<file path="src/rtl/fb_defines.v">
// Shared instruction-format definitions used across the fetch/decode blocks.
`ifndef FB_DEFINES_V
`define FB_DEFINES_V

`define FB_32BITS     31:0

// opcode[6:2] values that select a non-R immediate format
`define FB_OPC_LOAD   5'b00000
`define FB_OPC_OPIMM  5'b00100
`define FB_OPC_JALR   5'b11001
`define FB_OPC_STORE  5'b01000
`define FB_OPC_BRANCH 5'b11000
`define FB_OPC_JAL    5'b11011

`endif

</file>
<file path="src/rtl/fb_inst_enc_pkg.sv">
// Types and helpers shared by the instruction encoder and its packing stage.
`include "fb_defines.v"

package fb_inst_enc_pkg;

   // Instruction format chosen from opcode[6:2]
   typedef enum logic [2:0] {
      FMT_R = 3'd0,
      FMT_I = 3'd1,
      FMT_S = 3'd2,
      FMT_B = 3'd3,
      FMT_J = 3'd4
   } fmt_t;

   // One encoded result: the word plus its range-error flag
   typedef struct packed {
      logic        err;
      logic [31:0] inst;
   } enc_t;

   localparam logic [7:0] ERR_CNT_MAX = 8'hFF;

   // Map opcode[6:2] to a format; anything unlisted is treated as R
   function automatic fmt_t fmt_decode(input logic [4:0] op5);
      fmt_t f;
      case (op5)
         `FB_OPC_LOAD,
         `FB_OPC_OPIMM,
         `FB_OPC_JALR:   f = FMT_I;
         `FB_OPC_STORE:  f = FMT_S;
         `FB_OPC_BRANCH: f = FMT_B;
         `FB_OPC_JAL:    f = FMT_J;
         default:        f = FMT_R;
      endcase
      return f;
   endfunction

endpackage

</file>
<file path="src/rtl/fb_imm_pack.sv">
// Combinational packing stage: picks the format, scatters the fields and
// immediate into the instruction word, and flags immediates that do not fit.
`include "fb_defines.v"

module fb_imm_pack
   import fb_inst_enc_pkg::*;
(
   input  logic [6:0]          i_opcode,
   input  logic [4:0]          i_rd,
   input  logic [4:0]          i_rs1,
   input  logic [4:0]          i_rs2,
   input  logic [2:0]          i_funct3,
   input  logic [6:0]          i_funct7,
   input  logic [`FB_32BITS]   i_imm,
   output enc_t                o_enc
);

   fmt_t        w_fmt;
   logic        w_fit12;
   logic        w_fit20;
   logic [31:0] w_inst;
   logic        w_err;

   assign w_fmt   = fmt_decode(i_opcode[6:2]);
   // An immediate fits when every bit above the field's sign bit matches it
   assign w_fit12 = (&i_imm[31:11]) | ~(|i_imm[31:11]);
   assign w_fit20 = (&i_imm[31:19]) | ~(|i_imm[31:19]);

   // Field placement per format; out-of-range immediates are still truncated in
   always_comb begin
      w_inst      = '0;
      w_err       = 1'b0;
      w_inst[6:0] = i_opcode;
      case (w_fmt)
         FMT_I: begin
            w_inst[11:7]  = i_rd;
            w_inst[14:12] = i_funct3;
            w_inst[19:15] = i_rs1;
            w_inst[31:20] = i_imm[11:0];
            w_err         = ~w_fit12;
         end
         FMT_S: begin
            w_inst[11:7]  = i_imm[4:0];
            w_inst[14:12] = i_funct3;
            w_inst[19:15] = i_rs1;
            w_inst[24:20] = i_rs2;
            w_inst[31:25] = i_imm[11:5];
            w_err         = ~w_fit12;
         end
         FMT_B: begin
            // Unshifted branch layout: imm[0] is a real offset bit here
            w_inst[7]     = i_imm[10];
            w_inst[11:8]  = i_imm[3:0];
            w_inst[14:12] = i_funct3;
            w_inst[19:15] = i_rs1;
            w_inst[24:20] = i_rs2;
            w_inst[30:25] = i_imm[9:4];
            w_inst[31]    = i_imm[11];
            w_err         = ~w_fit12;
         end
         FMT_J: begin
            w_inst[11:7]  = i_rd;
            w_inst[19:12] = i_imm[18:11];
            w_inst[20]    = i_imm[10];
            w_inst[30:21] = i_imm[9:0];
            w_inst[31]    = i_imm[19];
            w_err         = ~w_fit20;
         end
         default: begin
            w_inst[11:7]  = i_rd;
            w_inst[14:12] = i_funct3;
            w_inst[19:15] = i_rs1;
            w_inst[24:20] = i_rs2;
            w_inst[31:25] = i_funct7;
         end
      endcase
   end

   assign o_enc.inst = w_inst;
   assign o_enc.err  = w_err;

endmodule

</file>
<file path="src/rtl/fb_inst_enc.sv">
// Instruction encoder with a 2-entry skid buffer on the output.
// Handshake: a transfer happens on a rising edge where valid && ready on that
// side; in_ready is a register equal to "skid empty", so it never depends
// combinationally on out_ready, and words leave in strict acceptance order.
`include "fb_defines.v"

module fb_inst_enc
   import fb_inst_enc_pkg::*;
(
   input  logic                clk,
   input  logic                rst,
   input  logic                in_valid,
   output logic                in_ready,
   input  logic [6:0]          in_opcode,
   input  logic [4:0]          in_rd,
   input  logic [4:0]          in_rs1,
   input  logic [4:0]          in_rs2,
   input  logic [2:0]          in_funct3,
   input  logic [6:0]          in_funct7,
   input  logic [`FB_32BITS]   in_imm,
   output logic                out_valid,
   input  logic                out_ready,
   output logic [`FB_32BITS]   out_inst,
   output logic                out_err,
   output logic [15:0]         enc_cnt,
   output logic [7:0]          err_cnt
);

   enc_t        w_enc;
   logic        w_in_xfer;
   logic        w_out_load;
   logic        w_skid_nxt;

   enc_t        r_out;
   logic        r_out_valid;
   enc_t        r_skid;
   logic        r_skid_valid;
   logic        r_in_ready;
   logic [15:0] r_enc_cnt;
   logic [7:0]  r_err_cnt;

   fb_imm_pack u_pack (
      .i_opcode (in_opcode),
      .i_rd     (in_rd),
      .i_rs1    (in_rs1),
      .i_rs2    (in_rs2),
      .i_funct3 (in_funct3),
      .i_funct7 (in_funct7),
      .i_imm    (in_imm),
      .o_enc    (w_enc)
   );

   assign w_in_xfer  = in_valid & r_in_ready;
   // Output register can take a new word when empty or being drained
   assign w_out_load = ~r_out_valid | out_ready;

   // Next skid occupancy: it empties into the output register on a load,
   // otherwise it captures the incoming word while the output is stalled
   always_comb begin
      w_skid_nxt = r_skid_valid;
      if (w_out_load) begin
         w_skid_nxt = r_skid_valid & w_in_xfer;
      end else if (w_in_xfer) begin
         w_skid_nxt = 1'b1;
      end
   end

   // Output and skid registers, plus the registered in_ready
   always_ff @(posedge clk or posedge rst) begin
      if (rst) begin
         r_out        <= '0;
         r_out_valid  <= 1'b0;
         r_skid       <= '0;
         r_skid_valid <= 1'b0;
         r_in_ready   <= 1'b1;
      end else begin
         if (w_out_load) begin
            if (r_skid_valid) begin
               r_out       <= r_skid;
               r_out_valid <= 1'b1;
               if (w_in_xfer) begin
                  r_skid <= w_enc;
               end
            end else begin
               r_out_valid <= w_in_xfer;
               if (w_in_xfer) begin
                  r_out <= w_enc;
               end
            end
         end else if (w_in_xfer) begin
            r_skid <= w_enc;
         end
         r_skid_valid <= w_skid_nxt;
         r_in_ready   <= ~w_skid_nxt;
      end
   end

   // Accepted-request counter (wraps) and range-error counter (saturates)
   always_ff @(posedge clk or posedge rst) begin
      if (rst) begin
         r_enc_cnt <= '0;
         r_err_cnt <= '0;
      end else if (w_in_xfer) begin
         r_enc_cnt <= r_enc_cnt + 16'd1;
         if (w_enc.err && (r_err_cnt != ERR_CNT_MAX)) begin
            r_err_cnt <= r_err_cnt + 8'd1;
         end
      end
   end

   assign in_ready  = r_in_ready;
   assign out_valid = r_out_valid;
   assign out_inst  = r_out.inst;
   assign out_err   = r_out.err;
   assign enc_cnt   = r_enc_cnt;
   assign err_cnt   = r_err_cnt;

endmodule

</file>
<file path="config.mk">
export PLATFORM = sky130hd
export DESIGN_NAME = fb_inst_enc
export DESIGN_NICKNAME = d
export VERILOG_FILES = /design/src/rtl/fb_inst_enc_pkg.sv /design/src/rtl/fb_imm_pack.sv /design/src/rtl/fb_inst_enc.sv
export VERILOG_INCLUDE_DIRS = /design/src /design/src/rtl
export SDC_FILE = /design/constraint.sdc
export NUM_CORES = 1
export LEC_CHECK = 0
export ABC_AREA = 1
export BUFFER_PORTS_ARGS = -buffer_cell sky130_fd_sc_hd__buf_2
export CAP_MARGIN = 10
export CORE_MARGIN = 5
export CORE_UTILIZATION = 58
export DETAILED_ROUTE_END_ITERATION = 8
export PLACE_DENSITY = 0.95
export SKIP_LAST_GASP = 1
export SYNTH_ARGS = -nofsm -noshare
export SYNTH_HDL_FRONTEND = slang
export SYNTH_HIERARCHICAL = 1
export SYNTH_SLANG_ARGS = --single-unit
</file>
<file path="constraint.sdc">
create_clock -name clk -period 5.5 [get_ports clk]
set_input_delay 0.275 -clock clk [delete_from_list [all_inputs] [get_ports clk]]
set_output_delay 0.275 -clock clk [all_outputs]
set_load 0.05 [all_outputs]
</file>
== Word-level counts from Yosys, hierarchy flattened ==
Index checks and enable logic that the tools add are counted.
Storage, ports and cells
  bits in registers: 93
  input port bits: 68
Cells by class
  $add $sub $neg: 2
  eq/ne operators: 11
  muxes and demuxes: 11
  bitwise logic cells: 11
  reduce and logical (&&, ||, !) cells: 11
Operator list (number)
  $mux 33: 5
  $pmux 25 s4: 1
  $reduce_and 21->1: 1
  $reduce_or 21->1: 1
  $add 16x1->16 const B: 1
  $eq 5x5->1 const B: 3
  $reduce_and 13->1: 1
  $reduce_or 13->1: 1
  $pmux 3 s4: 1
  $add 8x1->8 const B: 1
  $ne 8x8->1 const B: 1
  $eq 3x2->1 const B: 2
  $not 1->1: 6
  $reduce_or 3->1: 2
  $eq 5x3->1 const B: 1
  $eq 5x4->1 const B: 1
  $logic_not 5->1: 1
  $reduce_and 2->1: 2
  $eq 3x1->1 const B: 1
  $eq 3x3->1 const B: 1
  $mux 1: 3
  $or 1x1->1: 3
  $and 1x1->1: 2
  $ne 2x1->1 const B: 1
  other kinds (3): 3

== Depth between registers and ports, before layout ==
Gate-level depths: netlist of the first run.
  word-level depth: 9
  depth in mapped cells: 12
  mapped depth without buffers: 11

== By module ==
The synthesis of the first run kept the hierarchy.
Modules (own cells, without submodules)
  fb_inst_enc: times used 1, cells each 492, area each 4200.3 um^2, sequential area each 2328.5 um^2
  fb_imm_pack: times used 1, cells each 171, area each 777.0 um^2, sequential area each 0.0 um^2

== Worst setup path after synthesis of the first run ==
OpenSTA, ideal clock, no wires.
  path type: flip-flop to flip-flop
  start: register r_err_cnt[0] (netlist: err_cnt[0])
  end: register r_err_cnt[0] (netlist: err_cnt[0])
  arrival time: 1585 ps
  data required time: 5382 ps
  slack: 3797 ps
  cell stages (with the launch flop): 9
  buffers on the path: 0
  period minus slack after synthesis: 1703 ps
  cell sequence: dfrtp_1 ha_1 nand2_1 nor2_1 nand3_1 nand3_2 inv_1 nand2_1 nand2_1
On the way
  cells in the longest elaborated chain, start to end: 3
  elaborated cells on any way between the ends: 4
RTL lines
  from (decl): RTL line fb_inst_enc.sv:40  | logic [7:0] r_err_cnt;
  from (signal assigned): RTL line fb_inst_enc.sv:106  | r_err_cnt <= r_err_cnt + 8'd1;
  parallel branches: the longest is 3 deep, another holds $add 8x1->8
Several ways; the timed one is not identified.
A chain may end at the register's enable or synchronous reset.

== Worst setup path after layout of the first run ==
  start: register r_skid_valid
  end: register r_skid_valid
On the way
  cells in the longest elaborated chain, start to end: 2
  elaborated cells on any way between the ends: 3
RTL lines
  from (decl): RTL line fb_inst_enc.sv:37  | logic r_skid_valid;
  from (signal assigned): RTL line fb_inst_enc.sv:93  | r_skid_valid <= w_skid_nxt;
  $mux 1 / $and 1x1->1 (equally long branches): RTL line fb_inst_enc.sv:63, fb_inst_enc.sv:62
  $mux 1 *: RTL line fb_inst_enc.sv:61  | if (w_out_load) begin
  via w_skid_nxt: RTL line fb_inst_enc.sv:32  | logic w_skid_nxt;
Mark *: on every way through the listed nets, which the timed path passes. The rest lies on a longest branch.

==> results.toml, run 1 <==
[yosys]
syn-instance-count = 663
synth.distinct_cells = 29
synth_nets = 733
synthFlopType = "dfrtp_1"
synth_most_common_cell = "nand2_1"
ys_seq_area_share_pct = 46.8
yosysTopAreaCell = "dfrtp_1"
synth_edf_count = 0
yosys-top-cells-count = "229 x nand2_1, 92 x dfrtp_1, 68 x inv_1"
ys_ff_latch = 93
ys_warn_count = 6
yosysTopAreaCellShare_pct = 46.3
synth_area_sq_mm = 0.00498
avgSynthCellArea_sq_um = 7.51
ys_top_cells_by_area = "dfrtp_1 46%, nand2_1 17%, o21ai_0 6.7%"
async_reset_ff_share_pct = 100

[worst_setup_path]
path_common_cell = "nand2_2"
crit_path_start_kind = "register"
crit_required_ns = 5.65
cp_max_fo = 69
end_kind = "register"
cp_slowest_stage_delay_ns = 0.85
crit_slowest_cell = "nand2_2"
worstPathCellList = "inv_2, nand2_2, nand2_2, o21ai_0"
critical_path_class = "register to register"
cpLargestDelayFamily = "simple AND/OR/NAND/NOR gates"
cp.buffers_inverters = 1
worst_ep_arrival_time_ns = 2.62

[floorplan]
chipHeight_um = 103
start_util_pct = 60.0
io_pins = 127
coreArea_sq_mm = 0.00830
rows = 33
die_w_um = 103
dieArea_sq_mm = 0.0105

[grt]
grt_pass1_vias = 4372
grt_pass1_wl_um = 19900
antenna_found_initial = 0
grt.total_usage_pct = 23.6
grt_overflow = 0
grt_max_degree = 70

[power]
leakagePower_uw = 0.00314
finalPower_uw = 3050
p_per_area_mw_per_mm2 = 533
vdd_drop_max_v = 0.000318

[finish]
drive_gt1_share_pct = 21.2
fin_nets = 840
layoutNonFillerInstCount = 880
fillers = 677
areaGrowthSynthToFinish_pct = 15.0
post-route-util_pct = 68.9
num_antenna_cells = 0

[sta]
hold_viol = 0
period_needed_ns = 2.47
final_max_slew_viol_count = 0
grt_setup_unrepaired = "no"
fin_skew_ns = 0.0128
final-setup-viol-count = 0
fin_crit_sh_pct = 45.0
setup_tns_ns = 0
layout_setup_ws_ns = 3.03
worst_pin_slew_ns = 1.13
timing.fmax_mhz = 404
slew_headroom_pct = 24.4

[detailed_routing]
via_count = 4766
antenna_left = 0
avgRoutedWirePerCell_um = 13.7
drcViolationCount = 0
drt_iter0_drc = 432
firstDrtPassIters = 8
viasPerCell = 5.42
routed_wl_um = 12000

[clock_tree]
cts.clk_slew.worst_paths_ns = 0.09
clock-sinks = 93
clock_latency_ns = 0.36
cts_tree = "built"
cts_htree_levels = 3
tritoncts.num_buffers = 9
clockRootBuffer = "clkbuf_8"
post_cts_buffers = 0
clk_path_buf_depth = 2

[placed_design]
dpl.cell_count = 863
dp_hpwl_um = 9020
pre_cts_slack_ns = 3.06
globalplace.congestion = 0.950
port_buffers = 126

[status]
run_status = "finished clean"

[run]
timing.max_cap.violations = 0

[worst_hold_path]
hp-class = "primary input to register"
-- where the power goes --
part	switching (uW)	total, uW	internal, uW
sequential	170	1140	966
combinational	1110	1470	354
clock	235	446	211
-- routing by layer --
| layer | wire [um] | GRT usage [%] | vias up |
|---|---|---|---|
| li1 | - | - | 2322 |
| met1 | 4850 | 31.0 | 2182 |
| met2 | 5920 | 39.7 | 216 |
| met3 | 920 | 3.86 | 46 |
| met4 | 336 | 8.48 | 0 |
| met5 | 0 | 0 | - |
-- through the flow --
| step | hold slack (ns) | instance area (sq um) |
|---|---|---|
| after global routing | 0.185 | 5720 |
| after global placement | 0.284 | 5520 |
| final | 0.192 | 5720 |
| after CTS | 0.173 | 5720 |
| after floorplan | 0.448 | 4980 |
| after detailed placement | 0.291 | 5520 |
-- layout make-up --
| type | count | area, sq um | share of cell area, % |
|---|---|---|---|
| tap | 105 | 131 | 2.30 |
| inverter | 70 | 264 | 4.61 |
| clock buffer | 10 | 128 | 2.23 |
| multi-input combinational | 468 | 2160 | 37.7 |
| timing repair buffer | 128 | 648 | 11.3 |
| clock inverter | 6 | 62.6 | 1.09 |
| sequential | 93 | 2330 | 40.7 |
-- final timing paths --
| check | cells after the start | endpoint | slack [ns] | from |
|---|---|---|---|---|
| max in group asynchronous | 4 | r_skid[14] | 3.87 | rst |
| setup reg to reg | 4 | r_skid_valid | 3.03 | r_skid_valid |
| hold / removal | 3 | r_skid[1] | 0.19 | in_opcode[1] |
| min in group asynchronous | 3 | enc_cnt[14] | 0.45 | rst |
| setup / recovery | 4 | r_skid_valid | 3.03 | r_skid_valid |
| hold reg to reg | 2 | out_inst[3] | 0.49 | out_inst[3] |
-- worst register-to-register path, cell delays in order, from the launching register on --
cell     delay [ns]
dfrtp_1        0.38
inv_2          0.65
nand2_2        0.10
nand2_2        0.85
o21ai_0        0.29
-- logic make-up after synthesis --
kind of cell               after synthesis  share of synthesized area, %
buffers and inverters                  102                          9.83
adders and majority gates                2                         0.503
xor gates and xnor gates                13                          2.29
and+or+nand+nor                        350                          30.0
AOI/OAI and AO/OA                      103                          10.6
DFF                                     93                          46.8
-- timing repair --
item / in CTS / in global routing
hold endpoints to repair: 25 / 0
resized for setup: 0 / 0
hold buffers: 1 / 0
-- placed cells by master, fill, tap and decap left out --
master and instances:
buf_4 1, nor3_2 2, nor2_4 2, clkinv_4 1
or2_2 1, nand2_4 1, dlygate4sd3_1 1, nor2_1 32
o21ai_1 33, nand4_1 14, xor2_1 7, ha_1 2
nand2_1 229, clkbuf_8 9, clkinv_2 4, inv_6 1
or2_4 1, nand3_1 54, inv_1 66, nand3b_1 2
clkbuf_1 1, inv_2 3, o21ai_0 67, dfrtp_1 92
buf_2 126, xnor2_1 6, nand3_2 1, o21ai_2 3
nor3_1 5, nor2_2 2, bufinv_16 1, dfstp_2 1
nand2_2 4
-- state kept, by name, indices dropped and copies added, names as in the netlist --
signal,cells
err_cnt,8
in_ready,1
r_skid,33
r_skid_valid,1
out_inst,32
out_err,1
enc_cnt,16
out_valid,1
(Power assumes the default switching activity.)
==> run 2, diff against run 1 <==
- CORE_UTILIZATION: 58 -> 54
- PLACE_DENSITY: 0.95 -> 0.91
- clock period: 5.5 -> 2.6 ns (I/O delays scaled with it)
==> results.toml, run 2 (synthesized netlist as in run 1, its figures left out) <==
[power]
p_per_area_mw_per_mm2 = 1130
leakagePower_uw = 0.00316
vdd_drop_max_v = 0.000609

[sta]
hold_viol = 0
fin_skew_ns = 0.0175
fin_crit_sh_pct = 68.0
setup_tns_ns = 0
worst_pin_slew_ns = 0.765
period_needed_ns = 1.77
slew_headroom_pct = 48.9
layout_setup_ws_ns = 0.831
final_max_slew_viol_count = 0
grt_setup_unrepaired = "no"
timing.fmax_mhz = 565
final-setup-viol-count = 0
holdWs_ns = 0.0586

[clock_tree]
cts.clk_slew.worst_paths_ns = 0.09
tritoncts.num_buffers = 9
clock-sinks = 93
clk_path_buf_depth = 2
cts_tree = "built"
post_cts_buffers = 0
clockRootBuffer = "clkbuf_8"
cts_htree_levels = 3
clock_latency_ns = 0.35
ctsResizeCount = 0

[finish]
layout_common_cells = "229 x nand2_1, 126 x buf_2, 92 x dfrtp_1"
layoutNonFillerInstCount = 890
drive_gt1_share_pct = 21.6
final_common_cell = "nand2_1"
fin_nets = 844
largest_reg_flops = 33
post-route-util_pct = 63.7
top_register = "r_skid"
areaGrowthSynthToFinish_pct = 16.6

[detailed_routing]
drcViolationCount = 0
avgRoutedWirePerCell_um = 13.1
antenna_left = 0
drt_iter0_drc = 276
via_count = 4631
routed_wl_um = 11700
viasPerCell = 5.20
firstDrtPassIters = 5

[grt]
grt_pass1_wl_um = 19700
grt_overflow = 0
grt_max_degree = 68
antenna_found_initial = 1
grt_pass1_vias = 4297
grt.total_usage_pct = 21.3

[placed_design]
dpl.cell_count = 873
pre_cts_slack_ns = 0.641
dp_hpwl_um = 8700
port_buffers = 126
globalplace.congestion = 0.902

[status]
run_status = "finished clean"

[worst_setup_path]
worst_ep_arrival_time_ns = 1.99
worstPathCellList = "nand2_4, inv_2, nand2_2, buf_4, nand2_1, o21ai_1"
cp_max_fo = 44
critical_path_class = "register to register"
end_kind = "register"
crit_path_start_kind = "register"
cp.buffers_inverters = 2
crit_required_ns = 2.82
cp_slowest_stage_delay_ns = 0.57
cpLargestDelayFamily = "flip-flops"
crit_slowest_cell = "dfstp_2"

[run]
timing.max_cap.violations = 0

[floorplan]
die_w_um = 106
coreArea_sq_mm = 0.00911
rows = 35
chipHeight_um = 106
start_util_pct = 54.6
io_pins = 127
dieArea_sq_mm = 0.0112

[worst_hold_path]
hp-class = "primary input to register"
[run 2: final cells by class]
class,count,area (sq um)
Clock inverter,5,83.8
Tap cell,111,139
Sequential cell,93,2330
Inverter,70,264
Timing Repair Buffer,132,691
Fill cell,838,3300
Multi-Input combinational cell,468,2160
Antenna cell,1,2.50
Clock buffer,10,138
[run 2: metrics by stage]
step / total power, uW / cell area, sq um
global placement: 5460 / 5570
finish: 6560 / 5810
floorplan: 4870 / 4980
CTS: 6610 / 5800
global route: 7040 / 5810
detailed placement: 5540 / 5570
[run 2: per-layer routing]
metal	GRT usage (%)	vias to the layer above	routed length [um]	share of wire, %
met1	29.4	2105	5190	45
met2	34.3	176	5500	47
met5	0	-	0	0
li1	-	2328	-	-
met3	3.28	22	710	6.1
met4	7.77	0	257	2.2
[run 2: worst paths after layout]
kind / from / to / slack, ns / cells after the start
min in group asynchronous: rst / r_skid[30] / 0.45 / 3
min: in_opcode[5] / r_skid[5] / 0.06 / 3
max reg2reg: in_ready / r_skid[29] / 0.83 / 6
min reg2reg: out_inst[30] / out_inst[30] / 0.48 / 2
max in group asynchronous: rst / out_inst[22] / 1.44 / 4
max: in_ready / r_skid[29] / 0.83 / 6
[run 2: timing repair]
| item | 4_1_cts | 5_1_grt |
|---|---|---|
| endpoints found under the setup margin | 0 | 0 |
| hold buffers | 1 | 0 |
| endpoints found under the hold margin | 43 | 0 |
[run 2: worst register-to-register path: stages, from the launching register on]
cell and delay [ns]:
dfstp_2 0.57, nand2_4 0.11, inv_2 0.13, nand2_2 0.27, buf_4 0.39, nand2_1 0.13, o21ai_1 0.06
[run 2: power by group]
part | switching [uW] | total [uW] | internal (uW)
Combinational | 2320 | 3090 | 764
Clock | 495 | 1060 | 567
Sequential | 364 | 2410 | 2040
Total | 3180 | 6560 | 3370
==> run 3, diff against run 2 <==
- CORE_UTILIZATION: 54 -> 48
- PLACE_DENSITY: 0.91 -> 0.86
- clock period: 2.6 -> 1.6 ns (I/O delays scaled with it)
==> results.toml, run 3 (synthesized netlist as in run 1, its figures left out) <==
[status]
run_status = "finished clean"

[floorplan]
io_pins = 127
die_w_um = 112
coreArea_sq_mm = 0.0102
chipHeight_um = 112
rows = 37
start_util_pct = 48.6
dieArea_sq_mm = 0.0125

[sta]
grt_setup_unrepaired = "no"
setup_tns_ns = 0
slew_headroom_pct = 66.7
timing.fmax_mhz = 695
worst_pin_slew_ns = 0.500
fin_crit_sh_pct = 90.0
hold_viol = 0
period_needed_ns = 1.44
final-setup-viol-count = 0
final_max_slew_viol_count = 0
fin_skew_ns = 0.0138

[clock_tree]
clock-sinks = 93
post_cts_buffers = 0
clockRootBuffer = "clkbuf_8"
cts_htree_levels = 3
clk_path_buf_depth = 2
clock_latency_ns = 0.36
tritoncts.num_buffers = 9
cts_tree = "built"
cts.clk_slew.worst_paths_ns = 0.09

[worst_setup_path]
cp_max_fo = 10
critical_path_class = "register to register"
worst_ep_arrival_time_ns = 1.74
end_kind = "register"
crit_path_start_kind = "register"
crit_required_ns = 1.90

[placed_design]
dp_hpwl_um = 8580
globalplace.congestion = 0.852
dpl.cell_count = 909
port_buffers = 126

[finish]
layout_common_cells = "229 x nand2_1, 126 x buf_2, 89 x dfrtp_1"
layoutNonFillerInstCount = 929
top_register = "r_skid"
final_common_cell = "nand2_1"
fin_nets = 857
register_area_sq_mm = 0.00233
multiInputGateArea_sq_mm = 0.00216
areaGrowthSynthToFinish_pct = 20.1
fillers = 987
drive_gt1_share_pct = 23.1
largest_reg_flops = 33

[detailed_routing]
avgRoutedWirePerCell_um = 12.8
drt_iter0_drc = 306
drcViolationCount = 0
firstDrtPassIters = 5
viasPerCell = 4.99
via_count = 4633
routed_wl_um = 11900
antenna_left = 0

[grt]
grt_pass1_vias = 4324
grt.total_usage_pct = 18.8
grt_pass1_wl_um = 19600
antenna_found_initial = 1
grt_overflow = 0
grt_max_degree = 94

[power]
p_per_area_mw_per_mm2 = 1800
seq_power_share_pct = 36.1
swShare_pct = 48.4
combPwrFrac_pct = 48.1
switching_power_uw = 5220
p_int_uw = 5560
clkPwrFrac_pct = 15.9
leakagePower_uw = 0.00323
vdd_drop_max_v = 0.000873

[run]
timing.max_cap.violations = 0

[worst_hold_path]
hp-class = "primary input to register"
==> run 3: critical path, cell delays in order, from the launching register on <==
cell and delay (ns):
dfrtp_2 0.45, ha_1 0.23, nand2_1 0.12, nor2_1 0.05, nand3_1 0.10, nand3_2 0.18, inv_2 0.15, nand2_1 0.06
nand2_1 0.05
==> run 3: per-stage QoR <==
step                      hold WS [ns]  total power (uW)  instance area, sq um  utilization [%]  setup slack (ns)
after detailed placement         0.261              9150                  5730             56.0           -0.0190
after global routing            0.0154             11500                  5980             58.4            0.0266
final                           0.0124             10800                  5980             58.4             0.160
after global placement           0.265              9000                  5730             56.0            0.0674
after floorplan                  0.284              7930                  4980                -         0.0000719
after CTS                      0.00201             10900                  5970             58.4             0.120
==> run 3: cell type report <==
cell class | count | share of cell area [%]
multi-input combinational | 468 | 36.1
sequential | 93 | 39.0
antenna | 1 | 0.0419
tap | 136 | 2.85
clock inverter | 6 | 1.47
inverter | 70 | 4.46
timing repair buffer | 145 | 13.9
clock buffer | 10 | 2.14
==> run 3: repair_timing <==
item	in CTS	in global routing
endpoints found under the setup margin	0	3
endpoints found under the hold margin	94	0
gates resized for setup	0	1
hold buffers	3	0
==> run 3: path summary, 6_finish.rpt <==
kind                               from  slack [ns]          end  depth (start not counted)
max in group asynchronous           rst        0.80   err_cnt[0]                          4
max reg2reg                  err_cnt[1]        0.16   err_cnt[1]                          8
min reg2reg                  r_skid[20]        0.48   r_skid[20]                          2
max                          err_cnt[1]        0.16   err_cnt[1]                          8
min in group asynchronous           rst        0.38  enc_cnt[11]                          4
min                        in_opcode[2]        0.01    r_skid[2]                          3
==> run 3: per-layer routing <==
| metal | vias up | wire (um) | global-route usage [%] |
|---|---|---|---|
| met1 | 2075 | 5300 | 24.9 |
| met5 | - | 0 | 0 |
| met4 | 0 | 301 | 8.11 |
| met2 | 172 | 5530 | 30.5 |
| li1 | 2357 | - | - |
| met3 | 29 | 801 | 2.93 |
==> run 3: power groups by stage <==
stage                     combinational [uW]  clock [uW]  sequential (uW)
after floorplan                         2160           0             5770
after global placement                  5100           0             3900
after detailed placement                5230           0             3920
after CTS                               5230        1740             3890
after global routing                    5650        1830             4010
final                                   5180        1710             3890
